**src/rtl/wvb_wr_addr_ctrl.sv**
```systemverilog
// wvb_wr_addr_ctrl
// Write-side address and event controller for the mDOM waveform buffer.
// While armed, ADC samples go into the circular sample RAM every cycle. An
// accepted trigger opens an event window of pre_conf samples before the
// trigger sample and post_conf samples after it. When the window closes the
// event is committed and a header (start, stop, LTC, truncation flag) is
// written into the header FIFO for the read side.
// Samples of events the reader has not yet released are protected: the write
// pointer stalls one slot short of the oldest protected address (the guard),
// so the longest possible event is 2^P_ADR_WIDTH-1 samples.
module wvb_wr_addr_ctrl #(
   parameter int P_ADR_WIDTH = 12,
   parameter int P_LTC_WIDTH = 48,
   parameter int P_PRE_WIDTH = 5
) (
   input  logic                   clk,
   input  logic                   rst_n,
   input  logic                   en,
   input  logic                   trig,
   input  logic [P_LTC_WIDTH-1:0] ltc,
   input  logic [P_PRE_WIDTH-1:0] pre_conf,
   input  logic [P_ADR_WIDTH-1:0] post_conf,
   input  logic                   hdr_full,
   input  logic                   rel,
   input  logic [P_ADR_WIDTH-1:0] rel_addr,
   output logic [P_ADR_WIDTH-1:0] wvb_wr_addr,
   output logic                   wvb_wren,
   output logic                   hdr_wr,
   output logic [P_ADR_WIDTH-1:0] hdr_start_addr,
   output logic [P_ADR_WIDTH-1:0] hdr_stop_addr,
   output logic [P_LTC_WIDTH-1:0] hdr_evt_ltc,
   output logic                   hdr_trunc,
   output logic                   trig_drop,
   output logic                   busy
);

   typedef enum logic [1:0] {
      IDLE    = 2'd0,
      ARMED   = 2'd1,
      CAPTURE = 2'd2
   } state_t;

   localparam logic [P_ADR_WIDTH-1:0] ADR_ONE = P_ADR_WIDTH'(1);
   localparam logic [P_PRE_WIDTH-1:0] PRE_ONE = P_PRE_WIDTH'(1);

   state_t state;
   state_t state_nxt;

   // current event bookkeeping
   logic [P_ADR_WIDTH-1:0] cur_start;
   logic [P_ADR_WIDTH-1:0] cur_stop_tgt;
   logic [P_LTC_WIDTH-1:0] cur_ltc;

   // pretrigger continuity counter
   logic [P_PRE_WIDTH-1:0] pre_cnt;

   // outstanding (committed, unreleased) events and start of protected region
   logic [P_ADR_WIDTH-1:0] evt_cnt;
   logic [P_ADR_WIDTH-1:0] free_ptr;

   // overwrite guard
   logic                   guard_vld;
   logic [P_ADR_WIDTH-1:0] guard;
   logic [P_ADR_WIDTH-1:0] wr_addr_inc;
   logic                   full;

   // trigger acceptance
   logic [P_ADR_WIDTH-1:0] pre_ext;
   logic [P_ADR_WIDTH-1:0] acc_start;
   logic [P_ADR_WIDTH-1:0] acc_stop_tgt;
   logic                   accept;
   logic                   trig_drop_nxt;

   // commit of an event, decided by the FSM
   logic                   commit;
   logic                   commit_trunc;
   logic [P_ADR_WIDTH-1:0] commit_start;
   logic [P_ADR_WIDTH-1:0] commit_stop;
   logic [P_LTC_WIDTH-1:0] commit_ltc;

   // a release pulse only counts when something is outstanding
   logic                   rel_eff;

   // Guard is the oldest address that must not be overwritten: the oldest
   // unreleased event if any, else the start of the event being captured.
   always_comb begin
      guard_vld   = (evt_cnt != '0) || (state == CAPTURE);
      guard       = (evt_cnt != '0) ? free_ptr : cur_start;
      wr_addr_inc = wvb_wr_addr + ADR_ONE;
      full        = guard_vld && (wr_addr_inc == guard);
   end

   assign wvb_wren = (state != IDLE) && !full;
   assign busy     = (state == CAPTURE);

   // Trigger acceptance needs a full pretrigger history and room in the header FIFO.
   always_comb begin
      pre_ext       = P_ADR_WIDTH'(pre_conf);
      acc_start     = wvb_wr_addr - pre_ext;
      acc_stop_tgt  = wvb_wr_addr + post_conf;
      accept        = (state == ARMED) && en && trig && wvb_wren &&
                      (pre_cnt >= pre_conf) && !hdr_full;
      trig_drop_nxt = trig && !accept && ((state == ARMED) || (state == CAPTURE));
      rel_eff       = rel && (evt_cnt != '0);
   end

   // Next-state and commit decision; a zero post window commits in the trigger cycle.
   always_comb begin
      state_nxt    = state;
      commit       = 1'b0;
      commit_trunc = 1'b0;
      commit_start = cur_start;
      commit_stop  = wvb_wr_addr;
      commit_ltc   = cur_ltc;
      case (state)
         IDLE: begin
            if (en) begin
               state_nxt = ARMED;
            end
         end
         ARMED: begin
            if (!en) begin
               state_nxt = IDLE;
            end else if (accept) begin
               if (post_conf == '0) begin
                  commit       = 1'b1;
                  commit_start = acc_start;
                  commit_stop  = wvb_wr_addr;
                  commit_ltc   = ltc;
               end else begin
                  state_nxt = CAPTURE;
               end
            end
         end
         CAPTURE: begin
            if (wvb_wren && (wvb_wr_addr == cur_stop_tgt)) begin
               commit      = 1'b1;
               commit_stop = wvb_wr_addr;
            end else if (full) begin
               commit       = 1'b1;
               commit_trunc = 1'b1;
               commit_stop  = wvb_wr_addr - ADR_ONE;
            end
            if (commit) begin
               state_nxt = en ? ARMED : IDLE;
            end
         end
         default: begin
            state_nxt = IDLE;
         end
      endcase
   end

   // State register.
   always_ff @(posedge clk or negedge rst_n) begin
      if (!rst_n) begin
         state <= IDLE;
      end else begin
         state <= state_nxt;
      end
   end

   // Sample RAM write pointer advances after every performed write.
   always_ff @(posedge clk or negedge rst_n) begin
      if (!rst_n) begin
         wvb_wr_addr <= '0;
      end else if (wvb_wren) begin
         wvb_wr_addr <= wr_addr_inc;
      end
   end

   // Pretrigger counter: restarts on arming, after a commit and whenever a stall breaks continuity.
   always_ff @(posedge clk or negedge rst_n) begin
      if (!rst_n) begin
         pre_cnt <= '0;
      end else if (state == IDLE) begin
         pre_cnt <= '0;
      end else if (commit) begin
         pre_cnt <= '0;
      end else if (state == ARMED) begin
         if (full) begin
            pre_cnt <= '0;
         end else if (wvb_wren && (pre_cnt < pre_conf)) begin
            pre_cnt <= pre_cnt + PRE_ONE;
         end
      end
   end

   // Latch the window bounds and trigger time of an accepted trigger.
   always_ff @(posedge clk or negedge rst_n) begin
      if (!rst_n) begin
         cur_start    <= '0;
         cur_stop_tgt <= '0;
         cur_ltc      <= '0;
      end else if (accept) begin
         cur_start    <= acc_start;
         cur_stop_tgt <= acc_stop_tgt;
         cur_ltc      <= ltc;
      end
   end

   // Track outstanding events and the start of the region the reader still owns.
   always_ff @(posedge clk or negedge rst_n) begin
      if (!rst_n) begin
         evt_cnt  <= '0;
         free_ptr <= '0;
      end else if (commit && rel_eff) begin
         if (evt_cnt == ADR_ONE) begin
            free_ptr <= commit_start;
         end else begin
            free_ptr <= rel_addr;
         end
      end else if (commit) begin
         evt_cnt <= evt_cnt + ADR_ONE;
         if (evt_cnt == '0) begin
            free_ptr <= commit_start;
         end
      end else if (rel_eff) begin
         evt_cnt <= evt_cnt - ADR_ONE;
         if (evt_cnt > ADR_ONE) begin
            free_ptr <= rel_addr;
         end
      end
   end

   // Header write is a one-cycle pulse following the commit, fields held afterwards.
   always_ff @(posedge clk or negedge rst_n) begin
      if (!rst_n) begin
         hdr_wr         <= 1'b0;
         hdr_start_addr <= '0;
         hdr_stop_addr  <= '0;
         hdr_evt_ltc    <= '0;
         hdr_trunc      <= 1'b0;
      end else begin
         hdr_wr <= commit;
         if (commit) begin
            hdr_start_addr <= commit_start;
            hdr_stop_addr  <= commit_stop;
            hdr_evt_ltc    <= commit_ltc;
            hdr_trunc      <= commit_trunc;
         end
      end
   end

   // Report a trigger that was seen while armed or capturing but not accepted.
   always_ff @(posedge clk or negedge rst_n) begin
      if (!rst_n) begin
         trig_drop <= 1'b0;
      end else begin
         trig_drop <= trig_drop_nxt;
      end
   end

endmodule
```
**config.mk**
```make
export PLATFORM = sky130hd
export DESIGN_NAME = wvb_wr_addr_ctrl
export DESIGN_NICKNAME = d
export VERILOG_FILES = /design/src/rtl/wvb_wr_addr_ctrl.sv
export SDC_FILE = /design/constraint.sdc
export NUM_CORES = 1
export LEC_CHECK = 0
export CAP_MARGIN = 20
export CORE_ASPECT_RATIO = 1.1
export CORE_MARGIN = 4
export CORE_UTILIZATION = 50
export CTS_BUF_LIST = sky130_fd_sc_hd__clkbuf_8
export DETAILED_ROUTE_END_ITERATION = 16
export PLACE_DENSITY = 0.79
export SETUP_SLACK_MARGIN = 0.5
export SKIP_LAST_GASP = 1
export SYNTH_ARGS = -nofsm -noshare
export SYNTH_HDL_FRONTEND = slang
export SYNTH_SLANG_ARGS = --single-unit
```
**constraint.sdc**
```tcl
create_clock -name clk -period 4.08 [get_ports clk]
set_input_delay 1.02 -clock clk [delete_from_list [all_inputs] [get_ports clk]]
set_output_delay 1.02 -clock clk [all_outputs]
set_load 0.01 [all_outputs]
```
Word level (Yosys, flattened, before mapping):

Index checks and enable logic that the tools add are counted.

* memories kept: 0
* register bits: 190
* memory bits (writable): 0
* output and inout bits: 89
* bits in read-only memories: 0
* input bits: 83
* logic and storage cells: 108
* bits in latches: 0

* div/mod/pow operators: 0
* $lt $le $gt $ge: 3
* shifts and indexed selects: 0
* add/sub/neg operators: 7
* bitwise logic cells: 1
* multiply operators: 0
* multiplexer cells: 41
* equality and inequality tests: 10
* reduce and logical (&&, ||, !) cells: 32

Operators with widths (count)
* two-way mux 12 bit: 16
* two-way mux 48 bit: 4
* two-way mux 5 bit: 5
* adder 12 x 1 -> 12 bit, second input constant: 2
* equality test 12 bit: 2
* logical NOT 12 bit: 2
* subtractor 12 x 1 -> 12 bit, second input constant: 2
* logical AND 1 bit: 13
* adder 12 bit: 1
* equality test 12 x 1 -> 1 bit, second input constant: 1
* > comparator 12 x 1 -> 1 bit, second input constant: 1
* nonzero test 12 bit: 1
* subtractor 12 x 5 -> 12 bit: 1
* two-way mux 2 bit: 5
* two-way mux 1 bit: 9
* nonzero test 3 bit: 3
* inequality test 3 bit, second input constant: 2
* one-hot mux 2 bit (3 select lines): 1
* adder 5 x 1 -> 5 bit, second input constant: 1
* >= comparator 5 bit: 1
* < comparator 5 bit: 1
* AND reduction 2 bit: 2
* AND reduction 4 bit: 1
* nonzero test 2 bit: 2
* 12 further kinds: 15

Logic depth before layout (Yosys ltp):

* word-level depth: 15
* mapped depth: 20
* mapped depth without buffers: 15

Worst setup path before layout:

No wires, ideal clock.

* path type: register -> register
* start: register evt_cnt[0]
* end: register evt_cnt[3]
* slack: -361 ps
* buffers on the path: 6
* library setup time: 79 ps
* stages on the path, launching flop included: 19
* period minus slack after synthesis: 4441 ps
* required time: 4001 ps
* arrival time: 4362 ps
* path through: dfrtp_1 > inv_1 > ha_1 > or3b_1 > clkbuf_1 > or3_1 > buf_6 > buf_6 > mux2i_1 > xnor2_1 > nand4_2 > nor4_4 > o31a_4 > buf_2 > buf_2 > ha_1 > clkbuf_1 > o41ai_1 > xor2_1

* longest elaborated chain between the ends: 15
* elaborated cells on any way between the ends: 26
* classes of those cells: add/sub (2); eq/ne (1); mux (9); bitwise (1); reduce/logical (13)

Ends and longest elaborated chain
* start: declaration: RTL line 58 `logic [P_ADR_WIDTH-1:0] evt_cnt;`
* start signal: assignment: RTL line 214 `evt_cnt <= evt_cnt + ADR_ONE;`
* start signal: assignment: RTL line 219 `evt_cnt <= evt_cnt - ADR_ONE;`
* nonzero test 12 bit *: RTL line 87, 88
* two-way mux 12 bit: RTL line 88 `guard = (evt_cnt != '0) ? free_ptr : cur_start;`
* equality test 12 bit: RTL line 90 `full = guard_vld && (wr_addr_inc == guard);`
* logical AND 1 bit *: RTL line 90
* logical NOT 1 bit: RTL line 93 `assign wvb_wren = (state != IDLE) && !full;`
* logical AND 1 bit: RTL line 93
* logical AND 1 bit (2 in series): RTL line 101 `accept = (state == ARMED) && en && trig && wvb_wren &&`
* logical AND 1 bit: RTL line 102 `(pre_cnt >= pre_conf) && !hdr_full;`
* two-way mux 1 bit: RTL line 124 `end else if (accept) begin`
* two-way mux 1 bit: RTL line 122 `if (!en) begin`
* one-hot mux 1 bit (2 select lines) *: RTL line 115 `case (state)`
* named net commit: RTL line 75 `logic commit;`
* logical AND 1 bit: RTL line 207 `end else if (commit && rel_eff) begin`
* inverter 1 bit (no source line)
* AND reduction 2 bit (no source line)

Mark *: on every way through the listed nets, which the timed path passes. The rest lies on a longest branch. The select of a mux whose other input is x is not followed.
A chain may end at the register's enable or synchronous reset.

Worst setup path in the final report:

* start: register evt_cnt[0]
* end: register free_ptr[3]

* longest elaborated chain between the ends: 15
* elaborated cells on any way between the ends: 33
* classes of those cells: order compare (1); eq/ne (3); mux (14); reduce/logical (15)

Ends and longest elaborated chain
* nonzero test 12 bit: RTL line 87, 88, 104
* two-way mux 12 bit: RTL line 88
* equality test 12 bit: RTL line 90
* logical AND 1 bit: RTL line 90
* logical NOT 1 bit: RTL line 93
* logical AND 1 bit: RTL line 93
* logical AND 1 bit (2 in series): RTL line 101
* logical AND 1 bit: RTL line 102
* two-way mux 1 bit or two-way mux 12 bit (tied branches): RTL line 124
* two-way mux 1 bit or two-way mux 12 bit (tied branches): RTL line 122
* one-hot mux 1 bit (2 select lines) or two-way mux 12 bit (tied branches): RTL line 115
* logical AND 1 bit or two-way mux 12 bit (tied branches): RTL line 207, 215
* inequality test 3 x 1 -> 1 bit (no source line) (tied with other cells)
* AND reduction 3 bit (no source line) or two-way mux 12 bit (tied branches)
* end signal: assignment: RTL line 209 `free_ptr <= commit_start;`
* end signal: assignment: RTL line 211 `free_ptr <= rel_addr;`
* end signal: assignment: RTL line 216 `free_ptr <= commit_start;`
* end: declaration: RTL line 59 `logic [P_ADR_WIDTH-1:0] free_ptr;`

Several ways; a longest one is shown, not always the timed one. The select of a mux whose other input is x is not followed.

==> metrics.md <==
| Metric | Value |
|---|---|
| DRC violations left | `0` |
| Final Hold Fails | `0` |
| Arrival time at the worst endpoint | `roughly 4.8 ns` |
| Hold_buf cts | `0` |
| Clock-pin slew on the worst setup and hold paths | `0.11 ns` |
| Worst-margin pin slew | `0.7777 ns` |
| Clock buffer depth | `2` |
| Max Fclk | `0.2279 GHz` |
| Fraction of layout cells with a size suffix above 1 | `24.89%` |
| Most common cell after layout, fill and taps aside | `nand2_1` |
| CP max FO | `6` |
| Design Area, Final | `0.01492 mm2` |
| Most common cell on crit path | `buf_6` |
| Slowest stage cell on the critical path | `dfrtp_2` |
| CTS tree | `built` |
| Worst Setup Start Kind | `flip-flop` |
| Final Max Slew Viols | `0` |
| First-pass GRT wire length | `slightly below 50 mm` |
| Nets | `1460` |
| TritonRoute pass-1 iters | `5` |
| Worst vdd ir | `0.2899 mV` |
| Clock Power Share | `between 10% and 20%` |
| Worst rel slew slack | `48.15%` |
| Grt total ovfl | `0` |
| Power per cell area | `506.2 mW/mm2` |
| Mapped Nets | `between 1000 and 1500` |
| Status | `complete, but fails checks` |
| IO Port Bufs | `171` |
| Antenna cell count | `0` |
| Initial DRC Count | `961` |
| Wire per inst | `21.33 um` |
| Sw frac | `39.63%` |
| Sequential share of the synthesized area | `between 40 and 50%` |
| Placement Rows | `54` |
| Synth warnings | `0` |
| Setup Viol. Count Final | `69` |
| Failing checks | `setup timing` |
| DIE HEIGHT | `156.8 um` |
| CTS Root Cell | `clkbuf_8` |
| Slowest stage delay, CP | `0.42 ns` |
| Worst Hold Launch | `hdr_start_addr[9]` |
| CTS Sinks | `190` |
| Combinational share of power | `45.9%` |
| Via Count | `9488` |
| Syn avg cell area | `between 9 and 10 um2` |
| Fin crit share | `107.6%` |
| Synth async-reset ratio | `100.0%` |
| Mapped Area | `between 0.01 and 0.015 mm2` |
| RePlAce Congestion | `0.8771` |
| Detail Placement HPWL | `18.51 mm` |
| Die Wd | `between 100 and 150 um` |
| Crit path kind | `reg2reg` |
| Main flop type after synthesis | `dfrtp_1` |
| Hold path depth | `2` |
| Total chip power | `roughly 0.0076 W` |
| Max-cap viol count | `0` |
| RSZ-0062 raised after global routing | `true` |
| Count of unique library cells instantiated by Yosys | `62` |
| Largest net degree at the start of global routing | `90` |
| Via/cell ratio | `slightly below 6` |
| CP cell instances | `inv_2 -> ha_4 -> or3b_4 -> or3_4 -> buf_6 -> mux2i_4 -> xnor2_2 -> nand4_2 -> buf_6 -> buf_6 -> buf_6 -> buf_8 -> nor4_4 -> o31a_4 -> buf_6 -> ha_4 -> nand4_1 -> o21ai_4 -> clkbuf_16 -> mux2i_1 -> o21ai_1` |
| R2R setup slack | `-0.31 ns` |
| Vias in the first global route | `9346` |
| Initial Utilization | `50.83%` |
| NetSw | `0.002994 W` |
| Area growth from synthesis to layout | `48.30%` |
| CTS Buf Count | `17` |
| Reg2reg start | `evt_cnt[0]` |
| # fillers | `1206` |
| Skew-Pair Late Insertion Delay | `0.49 ns` |
| Hold Path Class | `reg2reg` |
| Internal power | `0.004561 W` |
| Reg-to-reg critical path endpoint | `free_ptr[3]` |
| Cell count after synthesis | `1046` |
| Initial antenna violation count | `0` |
| Total wire length | `34.25 mm` |
| Final min period | `4.389 ns` |
| Setup ws final | `-0.3085 ns` |
| Area of the multi-input gates | `0.005403 mm2` |
| Total GRT Usage | `28.20%` |
| Post-route ant nets | `0` |
| Post-synth EDFFs | `0` |
| Core area | `0.01980 mm2` |
| Total leakage power | `6.669 nW` |
| Hold Path Sink | `hdr_start_addr[9]` |
| Skew final | `0.02067 ns` |
| Reg power frac | `a little over a third` |
| Sequential Area | `between 0.004 and 0.005 mm2` |
| Worst r2r path cells | `21` |
| Most frequent cells in the layout | `215 x nand2_1, 189 x dfrtp_1, 169 x clkdlybuf4s50_1, 90 x buf_4, 69 x nor2_1` |
| I/O Pins | `between 150 and 200` |
| Flops & latches, synth | `190` |
| CTS H-tree depth | `4` |
| Die area | `between 0.02 and 0.025 mm2` |
| Required time of the critical path | `4.45 ns` |
| Placed Instance Area | `0.01252 mm2` |
| CP Capture Type | `flip-flop` |
cell usage after synthesis (2+ instances only):
cell      number  area, um2
a21boi_0       3      22.52
a21oi_1       13      65.06
a31oi_1       48      300.3
and2_1         4      25.02
and3_1         4      25.02
and4_1         2      17.52
buf_1          4      15.01
buf_2         29      145.1
buf_4          3      22.52
buf_6          5      56.30
clkbuf_1      20      75.07
dfrtp_1      190       4755
fa_1           2      40.04
ha_1          34      425.4
inv_1         25      93.84
mux2_1         6      67.56
mux2_2        49      551.8
mux2i_1       24      240.2
nand2_1      227      852.1
nand2b_1       4      25.02
nand3_1       21      105.1
nand4_1       12      75.07
nand4_2        3      37.54
nor2_1        77      289.0
nor2b_1        7      43.79
nor3_1        14      70.07
nor3b_1        2      15.01
nor4_1        13      81.33
o211ai_1       2      15.01
o21a_1         5      37.54
o21ai_0       58      290.3
o21ai_1       12      60.06
o311ai_0       2      17.52
o31ai_1        6      45.04
o41ai_1        3      26.28
or3_1          4      25.02
or4_1          2      15.01
xnor2_1       54      473.0
xor2_1        30      262.8
layer usage:
layer / global-route usage [%] / part of all wire (%)
met5: 0 / 0
met1: 34.85 / 37
met3: 7.579 / 8.8
met2: 48.43 / 51
met4: 8.655 / 3.3
critical path: cells and delay by family (launching register included):
family | cells | cell delay, ns
multiplexers | 2 | 0.41
buffers and inverters | 8 | 1.04
adder cells (fa/ha/maj) | 2 | 0.24
AND/OR/NAND/NOR | 5 | 1.40
XOR/XNOR | 1 | 0.26
flip-flops | 1 | 0.42
AO/OA/AOI/OAI | 3 | 0.47
cell families after synthesis:
logic type	Yosys count	share of synthesized area, %
flip-flops	190	47.25
AO/OA/AOI/OAI	165	10.31
adder cells (fa/ha/maj)	36	4.625
multiplexers	79	8.542
buffers and inverters	87	4.115
AND/OR/NAND/NOR	405	17.85
XOR/XNOR	84	7.311
stage by stage:
stage / util [%] / hold WS [ns] / setup WS [ns] / TNS (ns) / std cells
CTS: 71.37 / 0.4792 / -0.1367 / -0.5492 / 1565
global route: 75.39 / 0.5169 / -0.4148 / -19.68 / 1606
finish: 75.39 / 0.4719 / -0.3085 / -9.388 / 1606
global placement: 63.23 / 0.4512 / -0.3442 / -12.05 / 1483
detailed placement: 63.23 / 0.4549 / -0.4269 / -15.48 / 1483
floorplan: - / 0.4496 / -0.07919 / -0.9262 / 1046
power by group through the flow:
stage,sequential (W),clock [W],combinational (W)
2_1_floorplan,0.00278,0,0.00167
3_3_place_gp,0.00271,0,0.00284
3_5_place_dp,0.00274,0,0.00293
4_1_cts,0.00271,0.00133,0.00311
5_1_grt,0.00280,0.00142,0.00373
6_report,0.00275,0.00134,0.00346
flip-flops by register name, indices dropped and copies added, names as in the netlist:
name / count
cur_ltc: 48
hdr_evt_ltc: 48
cur_start: 12
cur_stop_tgt: 12
evt_cnt: 12
free_ptr: 12
hdr_start_addr: 12
hdr_stop_addr: 12
wvb_wr_addr: 12
pre_cnt: 5
state: 2
hdr_trunc: 1
hdr_wr: 1
trig_drop: 1
timing repair:
action / in CTS / in global routing
cloned: 20 / 9
setup endpoints to repair: 179 / 179
pin swaps: 22 / 42
buffers inserted: 30 / 32
gates resized for setup: 82 / 89
layout make-up:
class | count | area share [%]
Timing Repair Buffer | 336 | 26.31
Inverter | 26 | 0.6707
Tap cell | 252 | 2.113
Multi-Input combinational cell | 770 | 36.20
Clock inverter | 15 | 1.274
Clock buffer | 17 | 1.568
Sequential cell | 190 | 31.87
worst max-delay path by stage:
| stage | startpoint | slack, ns | endpoint | depth (start not counted) |
|---|---|---|---|---|
| after floorplan | evt_cnt[1] | -0.08 | free_ptr[2] | 20 |
| after global placement | pre_conf[1] | -0.34 | evt_cnt[9] | 16 |
| after detailed placement | pre_conf[1] | -0.43 | evt_cnt[9] | 16 |
| after CTS | evt_cnt[1] | -0.14 | wvb_wren | 12 |
| after global routing | evt_cnt[0] | -0.41 | free_ptr[4] | 21 |
| final | evt_cnt[0] | -0.31 | free_ptr[3] | 21 |
Power figures use the tool's default switching activity.
